[src/rtl/led_pkg.sv]
// rtl/led_pkg.sv - shared types and defaults for the LED frame scheduler
package led_pkg;

   localparam int LED_DATA_W      = 128;
   localparam int LED_PERIOD_CYC  = 25000;
   localparam int LED_TIMEOUT_CYC = 4096;

   typedef enum logic [1:0] {
      ST_IDLE,
      ST_LAUNCH,
      ST_WAIT_BUSY,
      ST_WAIT_DONE
   } led_sched_state_e;

endpackage

[src/rtl/led_rr_arb.sv]
// rtl/led_rr_arb.sv - two-requester round-robin arbiter with one-hot grant
module led_rr_arb
   import led_pkg::*;
(
   input  logic       clk,
   input  logic       rstn,
   input  logic [1:0] req,
   input  logic       advance,
   output logic [1:0] grant
);

   // 1 when s1 won the most recent transfer; reset value lets s0 win the first tie
   logic last_s1;

   // a lone requester always wins; on a tie the source not granted last wins
   always_comb begin
      grant = req;
      if (req == 2'b11) begin
         grant = last_s1 ? 2'b01 : 2'b10;
      end
   end

   // remember the winner only when a transfer actually completes
   always_ff @(posedge clk or negedge rstn) begin
      if (!rstn) begin
         last_s1 <= 1'b1;
      end else if (advance) begin
         last_s1 <= grant[1];
      end
   end

endmodule

[src/rtl/led_frame_sched.sv]
// rtl/led_frame_sched.sv - periodic LED PHY frame launcher with one-entry pending buffer
module led_frame_sched
   import led_pkg::*;
#(
   parameter int DATA_W      = LED_DATA_W,
   parameter int PERIOD_CYC  = LED_PERIOD_CYC,
   parameter int TIMEOUT_CYC = LED_TIMEOUT_CYC
) (
   input  logic              clk,
   input  logic              rstn,
   input  logic              cfg_en,
   input  logic              s0_valid,
   output logic              s0_ready,
   input  logic [DATA_W-1:0] s0_data,
   input  logic              s1_valid,
   output logic              s1_ready,
   input  logic [DATA_W-1:0] s1_data,
   output logic              phy_enable,
   output logic [DATA_W-1:0] phy_data_in,
   input  logic              phy_busy,
   output logic              frame_done,
   output logic              overrun,
   output logic              timeout_err,
   input  logic              err_clr
);

   localparam int CW = (PERIOD_CYC > 1) ? $clog2(PERIOD_CYC) : 1;
   localparam int TW = $clog2(TIMEOUT_CYC + 1);
   localparam logic [CW-1:0] CNT_LAST = CW'(PERIOD_CYC - 1);
   localparam logic [TW-1:0] TO_LAST  = TW'(TIMEOUT_CYC - 1);

   led_sched_state_e  state;
   logic [CW-1:0]     period_cnt;
   logic [TW-1:0]     tmo_cnt;
   logic              pend_full;
   logic [DATA_W-1:0] pend_data;
   logic [DATA_W-1:0] active_data;
   logic [1:0]        grant;
   logic              tick;
   logic              launch;
   logic              xfer;
   logic [DATA_W-1:0] sel_data;

   assign s0_ready    = !pend_full;
   assign s1_ready    = !pend_full;
   assign tick        = cfg_en && (period_cnt == CNT_LAST);
   assign launch      = tick && (state == ST_IDLE);
   assign xfer        = !pend_full && (|grant);
   assign sel_data    = grant[1] ? s1_data : s0_data;
   assign phy_data_in = active_data;

   led_rr_arb u_arb (
      .clk     (clk),
      .rstn    (rstn),
      .req     ({s1_valid, s0_valid}),
      .advance (xfer),
      .grant   (grant)
   );

   // free-running refresh period counter, parked at zero while scheduling is off
   always_ff @(posedge clk or negedge rstn) begin
      if (!rstn) begin
         period_cnt <= '0;
      end else if (!cfg_en || (period_cnt == CNT_LAST)) begin
         period_cnt <= '0;
      end else begin
         period_cnt <= period_cnt + 1'b1;
      end
   end

   // pending slot: drained by a launch, refilled only when it was empty this cycle
   always_ff @(posedge clk or negedge rstn) begin
      if (!rstn) begin
         pend_full <= 1'b0;
         pend_data <= '0;
      end else if (launch && pend_full) begin
         pend_full <= 1'b0;
      end else if (xfer) begin
         pend_full <= 1'b1;
         pend_data <= sel_data;
      end
   end

   // launch and PHY handshake supervision with registered pulse outputs
   always_ff @(posedge clk or negedge rstn) begin
      if (!rstn) begin
         state       <= ST_IDLE;
         tmo_cnt     <= '0;
         active_data <= '0;
         phy_enable  <= 1'b0;
         frame_done  <= 1'b0;
         overrun     <= 1'b0;
         timeout_err <= 1'b0;
      end else begin
         phy_enable <= 1'b0;
         frame_done <= 1'b0;
         overrun    <= tick && (state != ST_IDLE);
         // a timeout below overrides a clear in the same cycle
         if (err_clr) begin
            timeout_err <= 1'b0;
         end
         case (state)
            ST_IDLE: begin
               if (tick) begin
                  state      <= ST_LAUNCH;
                  phy_enable <= 1'b1;
                  if (pend_full) begin
                     active_data <= pend_data;
                  end
               end
            end
            ST_LAUNCH: begin
               state   <= ST_WAIT_BUSY;
               tmo_cnt <= '0;
            end
            ST_WAIT_BUSY: begin
               if (phy_busy) begin
                  state   <= ST_WAIT_DONE;
                  tmo_cnt <= '0;
               end else if (tmo_cnt == TO_LAST) begin
                  timeout_err <= 1'b1;
                  state       <= ST_IDLE;
               end else begin
                  tmo_cnt <= tmo_cnt + 1'b1;
               end
            end
            ST_WAIT_DONE: begin
               if (!phy_busy) begin
                  frame_done <= 1'b1;
                  state      <= ST_IDLE;
               end else if (tmo_cnt == TO_LAST) begin
                  timeout_err <= 1'b1;
                  state       <= ST_IDLE;
               end else begin
                  tmo_cnt <= tmo_cnt + 1'b1;
               end
            end
            default: state <= ST_IDLE;
         endcase
      end
   end

endmodule

[config.mk]
export PLATFORM = sky130hd
export DESIGN_NAME = led_frame_sched
export DESIGN_NICKNAME = d
export VERILOG_FILES = /design/src/rtl/led_pkg.sv /design/src/rtl/led_rr_arb.sv /design/src/rtl/led_frame_sched.sv
export SDC_FILE = /design/constraint.sdc
export NUM_CORES = 1
export LEC_CHECK = 0
export BUFFER_PORTS_ARGS = -buffer_cell sky130_fd_sc_hd__buf_2
export CAP_MARGIN = 20
export CELL_PAD_IN_SITES_DETAIL_PLACEMENT = 1
export CELL_PAD_IN_SITES_GLOBAL_PLACEMENT = 2
export CORE_MARGIN = 2
export CORE_UTILIZATION = 35
export CTS_BUF_LIST = sky130_fd_sc_hd__clkbuf_8 sky130_fd_sc_hd__clkbuf_16
export CTS_CLUSTER_SIZE = 28
export DETAILED_ROUTE_END_ITERATION = 10
export PLACE_DENSITY = 0.86
export SYNTH_ARGS = -nofsm -noshare
export SYNTH_HDL_FRONTEND = slang
export SYNTH_SLANG_ARGS = --single-unit
export TNS_END_PERCENT = 5
[constraint.sdc]
create_clock -name clk -period 5.81 [get_ports clk]
set_clock_uncertainty 0.15 [all_clocks]
set_input_delay 1.162 -clock clk [delete_from_list [all_inputs] [get_ports clk]]
set_output_delay 1.162 -clock clk [all_outputs]
set_load 0.05 [all_outputs]
## Word-level counts from Yosys, hierarchy flattened

Cells that the tools add are included.
W data, S select, Z words.

| word-level totals | value |
|---|---|
| register bits after elaboration | 292 |
| latch bits | 0 |
| memory bits (writable) | 0 |
| memory bits (read-only) | 0 |
| input port bits | 263 |
| output and inout bits | 134 |
| logic and storage cells | 62 |
| memories kept | 0 |

| operators by class | value |
|---|---|
| add/sub/neg operators | 2 |
| multiply operators | 0 |
| divide/modulo/power cells | 0 |
| order comparisons | 0 |
| equality and inequality tests | 8 |
| shift-type cells | 0 |
| mux-type cells | 24 |
| bitwise operators | 1 |
| reduce and logical (&&, ||, !) cells | 16 |

Operator list:

| kind | number |
|---|---|
| $mux W128 | 1 |
| $mux W13 | 3 |
| $pmux W13 S3 | 1 |
| $add A15 B1 Y15 const B | 1 |
| $eq A15 B15 Y1 const B | 1 |
| $mux W15 | 1 |
| $add A13 B1 Y13 const B | 1 |
| $eq A13 B12 Y1 const B | 1 |
| $mux W2 | 6 |
| $mux W1 | 10 |
| $pmux W2 S4 | 1 |
| $eq A2 B2 Y1 const B | 3 |
| $logic_and A1 B1 Y1 | 5 |
| $ne A2 B2 Y1 const B | 2 |
| $reduce_and A2 Y1 | 2 |
| $reduce_bool A2 Y1 | 2 |
| $reduce_and A3 Y1 | 1 |
| $reduce_bool A3 Y1 | 1 |
| $eq A2 B1 Y1 const B | 1 |
| $logic_not A1 Y1 | 2 |
| $logic_not A2 Y1 | 1 |
| $pmux W1 S2 | 1 |
| $reduce_or A2 Y1 | 1 |
| $logic_or A1 B1 Y1 | 1 |
| $not A1 Y1 | 1 |

## Longest topological paths before layout

| depth | value |
|---|---|
| depth in word-level cells | 6 |
| mapped depth | 8 |
| mapped depth without buffers | 5 |

## Modules after synthesis

From an unflattened synthesis, not the netlist that was laid out.

| second synthesis, totals | value |
|---|---|
| cell total of the unflattened synthesis | 1029 |
| area, all modules | 12908.6 um^2 |

By module, submodules not included:

| module | times used | cells each | area an instance (um^2) | sequential area each (um^2) |
|---|---|---|---|---|
| led_frame_sched | 1 | 1024 | 12844.8 | 7282.0 |
| led_rr_arb | 1 | 5 | 63.8 | 26.3 |

## Worst setup path after synthesis

OpenSTA, ideal clock, no wires.

| path | value |
|---|---|
| kind | input port to flip-flop |
| start | input s1_valid |
| end | register pend_data[75] |
| library setup time | 83 ps |
| arrival time | 2656 ps |
| data required time | 5577 ps |
| path slack | 2921 ps |
| stages on the path | 7 |
| buffers on the path | 4 |
| path through | o21ai_0 -> clkbuf_1 -> clkbuf_1 -> clkbuf_1 -> clkbuf_1 -> nand2_1 -> o21ai_0 |

| on the way | value |
|---|---|
| longest elaborated chain between the ends | 5 |
| elaborated cells on any way between the ends | 6 |
| classes of those cells | 1 x eq/ne; 2 x mux; 3 x reduce/logical |

Ends and longest elaborated chain:

| element | RTL line | text |
|---|---|---|
| from (decl) | led_frame_sched.sv:15 | `input logic s1_valid,` |
| $eq A2 B2 Y1 | led_rr_arb.sv:18 | `if (req == 2'b11) begin` |
| $mux W2 * | led_rr_arb.sv:18 |  |
| $reduce_or A2 Y1 | led_frame_sched.sv:48 | `assign xfer = !pend_full && (\|grant);` |
| $logic_and A1 B1 Y1 | led_frame_sched.sv:48 |  |
| $reduce_and A2 Y1 (no source line) | -- |  |
| to (signal assigned) | led_frame_sched.sv:80 | `pend_data <= sel_data;` |
| to (decl) | led_frame_sched.sv:36 | `logic [DATA_W-1:0] pend_data;` |

Mark *: on every way between the ends. The rest lies on a longest branch, timed or not.
A chain may end at the register's enable or synchronous reset.

## Final worst setup path

| path | value |
|---|---|
| start | register period_cnt[0] |
| end | register active_data[50], in the netlist phy_data_in[50] |

| on the way | value |
|---|---|
| longest elaborated chain between the ends | 3 |

Ends and longest elaborated chain:

| element | RTL line | text |
|---|---|---|
| from (decl) | led_frame_sched.sv:33 | `logic [CW-1:0] period_cnt;` |
| from (signal assigned) | led_frame_sched.sv:67 | `period_cnt <= period_cnt + 1'b1;` |
| $eq A15 B15 Y1 | led_frame_sched.sv:46 | `assign tick = cfg_en && (period_cnt == CNT_LAST);` |
| $logic_and A1 B1 Y1 | led_frame_sched.sv:46 |  |
| $reduce_and A3 Y1 (no source line) | -- |  |
| to (signal assigned) | led_frame_sched.sv:108 | `active_data <= pend_data;` |
| to (decl) | led_frame_sched.sv:37 | `logic [DATA_W-1:0] active_data;` |

No other way between the ends.

==> metrics.csv <==
metric,value,unit
status,finished clean,
Leak,8.72,nW
Final ANT Viol Nets,0,
Final setup viols,0,
Avg Vias per Cell,4.85,
Synth top area share,58.4,%
number of I/O pins,397,
setup_tns,0,ns
Final Wtd Congestion,0.734,
number of synthesis warnings,0,
CTS H-Tree Depth,2,
Hold WS,0.321,ns
Post-Syn Instances,1024,
initial DRC count,217,
Worst-path clk slew,0.05,ns
routed wire length per instance,17.2,um
crit path max fanout,42,
num rows,69,
CTS tree,built,
Worst-Margin Slew,0.860,ns
layout cell share with drive strength beyond 1,34.9,%
overall routed net length,32600,um
syn_area_per_cell,12.2,um2
Die Area,37100,um2
CP Class,reg2reg,
Initial Util,35.3,%
asr flop ratio synth,100,%
GRT Residual Overflow,0,
Power Dens Cells,297,nW/um2
Hold Buf Count CTS,0,
Final min period,3.00,ns
register area,7310,um2
fmax,0.334,GHz
Syn Std Cell Area,12500,um2
Critical Path AT,3.23,ns
max_cap viols,0,
total track usage,17.3,%
Max transition margin,42.7,%
Final Max Slew Viols,0,
Post-DP HPWL,23100,um
Nets,1669,
multi-input logic area,4810,um2
first drt pass iteration count,4,
Critical Path RT,6.05,ns
Synth Net Count,1289,
clock sinks,292,
"area leader, netlist",dfrtp_1,
#FFs+latches synth,292,
synthesis-to-layout area growth,28.7,%
Power Total,0.00475,W
initial antenna violation count,1,
largest net degree at the start of global routing,149,
clock buffer depth,3,
Main synth FF type,dfrtp_1,
worst min-delay path class,reg2reg,
Critical Path Source Type,flip-flop,
Worst Setup End Kind,flip-flop,
final hold violations,0,
Core Region,35300,um2
RSZ-0062 raised after global routing,no,
Die Span Y,193,um
"Clk Latency, worst-skew pair",0.51,ns
TritonCTS Buffers,36,
Netlist cell types,44,
main area contributors after synthesis,"dfrtp_1 58%, mux2i_1 10%, mux2_1 9.0%, o21ai_0 5.5%, nand2_1 4.3%",
width of the die,193,um
port bufs,396,
post-route cell area,16000,um2
most frequent cells in the layout,"395 x buf_2, 291 x dfrtp_1, 142 x nand2_1",
Final Cycle Share,51.6,%
DP Area,14800,um2
first-pass GRT wire length,51000,um
DRC viols,0,
register area share after synthesis,58.6,%
Root Buffer Master,clkbuf_16,
Max VDD drop,0.229,mV
vias in the first global route,9747,
via count,9189,
"commonest non-fill, non-tap cell in the layout",buf_2,
Post-CTS Setup Repair Bufs,0,
Post-synth EDFFs,0,
Fill cells,3880,
post-cts gate resize count,0,
## Yosys cell counts, drive strengths merged (4+ instances only)
cell type  count
a21oi         15
and4           5
buf           21
clkbuf        46
dfrtp        291
inv            5
mux2         128
mux2i        129
nand2        142
nand3         14
nand4          8
nor2          23
o21ai        136
o31ai          7
or2            4
or4            9
xnor2          6
xor2           5
## registers in the layout (all words and copies together), names as in the netlist
| signal | flops |
|---|---|
| state | 2 |
| tmo_cnt | 13 |
| pend_full | 1 |
| phy_enable | 1 |
| frame_done | 1 |
| u_arb.last_s1 | 1 |
| timeout_err | 1 |
| phy_data_in | 128 |
| pend_data | 128 |
| overrun | 1 |
| period_cnt | 15 |
## area by class of cell
type,count,area share [%]
Antenna cell,4,0.0624
Clock buffer,42,6.27
Clock inverter,23,1.20
Inverter,5,0.117
Multi-Input combinational cell,660,30.0
Sequential cell,292,45.6
Tap cell,461,3.60
Timing Repair Buffer,409,13.2
## worst max-delay path, cell delays in order, from the launching register on
cell and delay (ns):
dfrtp_1 0.41, ha_1 0.30, or4bb_1 0.47, nor4_4 0.20, nand4_1 0.16, buf_4 0.33
buf_4 0.39, mux2_1 0.41
## power breakdown
part / switching (W) / total (W) / leakage (nW) / internal (W)
logic: 0.000206 / 0.000371 / 4.09 / 0.000165
clock network: 0.000857 / 0.00222 / 0.629 / 0.00137
registers: 0.0000531 / 0.00216 / 4.00 / 0.00211
## metal layers
metal	share of wire [%]	GRT usage (%)	up-vias
li1	-	-	4354
met1	41	20.9	4514
met2	50	30.2	261
met3	5.9	3.58	60
met4	2.9	6.37	0
met5	0	0	-
## path summary, 6_finish.rpt
check | cells past startpoint | slack, ns | end | startpoint
min | 2 | 0.32 | pend_data[76] | pend_data[76]
min in group asynchronous | 1 | 0.50 | phy_data_in[100] | rstn
max in group asynchronous | 2 | 3.72 | phy_data_in[9] | rstn
min reg2reg | 2 | 0.32 | pend_data[76] | pend_data[76]
max reg2reg | 7 | 2.81 | phy_data_in[50] | period_cnt[0]
max | 7 | 2.81 | phy_data_in[50] | period_cnt[0]
## cells by family after synthesis
group / share of synthesized area, %
adders and majority gates: 0.201
buffers and inverters: 2.97
AOI/OAI and AO/OA: 7.04
xor gates and xnor gates: 0.773
DFF: 58.6
and+or+nand+nor: 8.17
muxes: 22.2
## through the flow
stage	util [%]	setup WS, ns	std cells
after floorplan	-	2.92	1024
after global placement	42.0	2.43	1827
after detailed placement	42.0	2.41	1827
after CTS	45.4	2.78	1892
after global routing	45.4	2.66	1893
final	45.4	2.81	1896
Power figures use the tool's default switching activity.
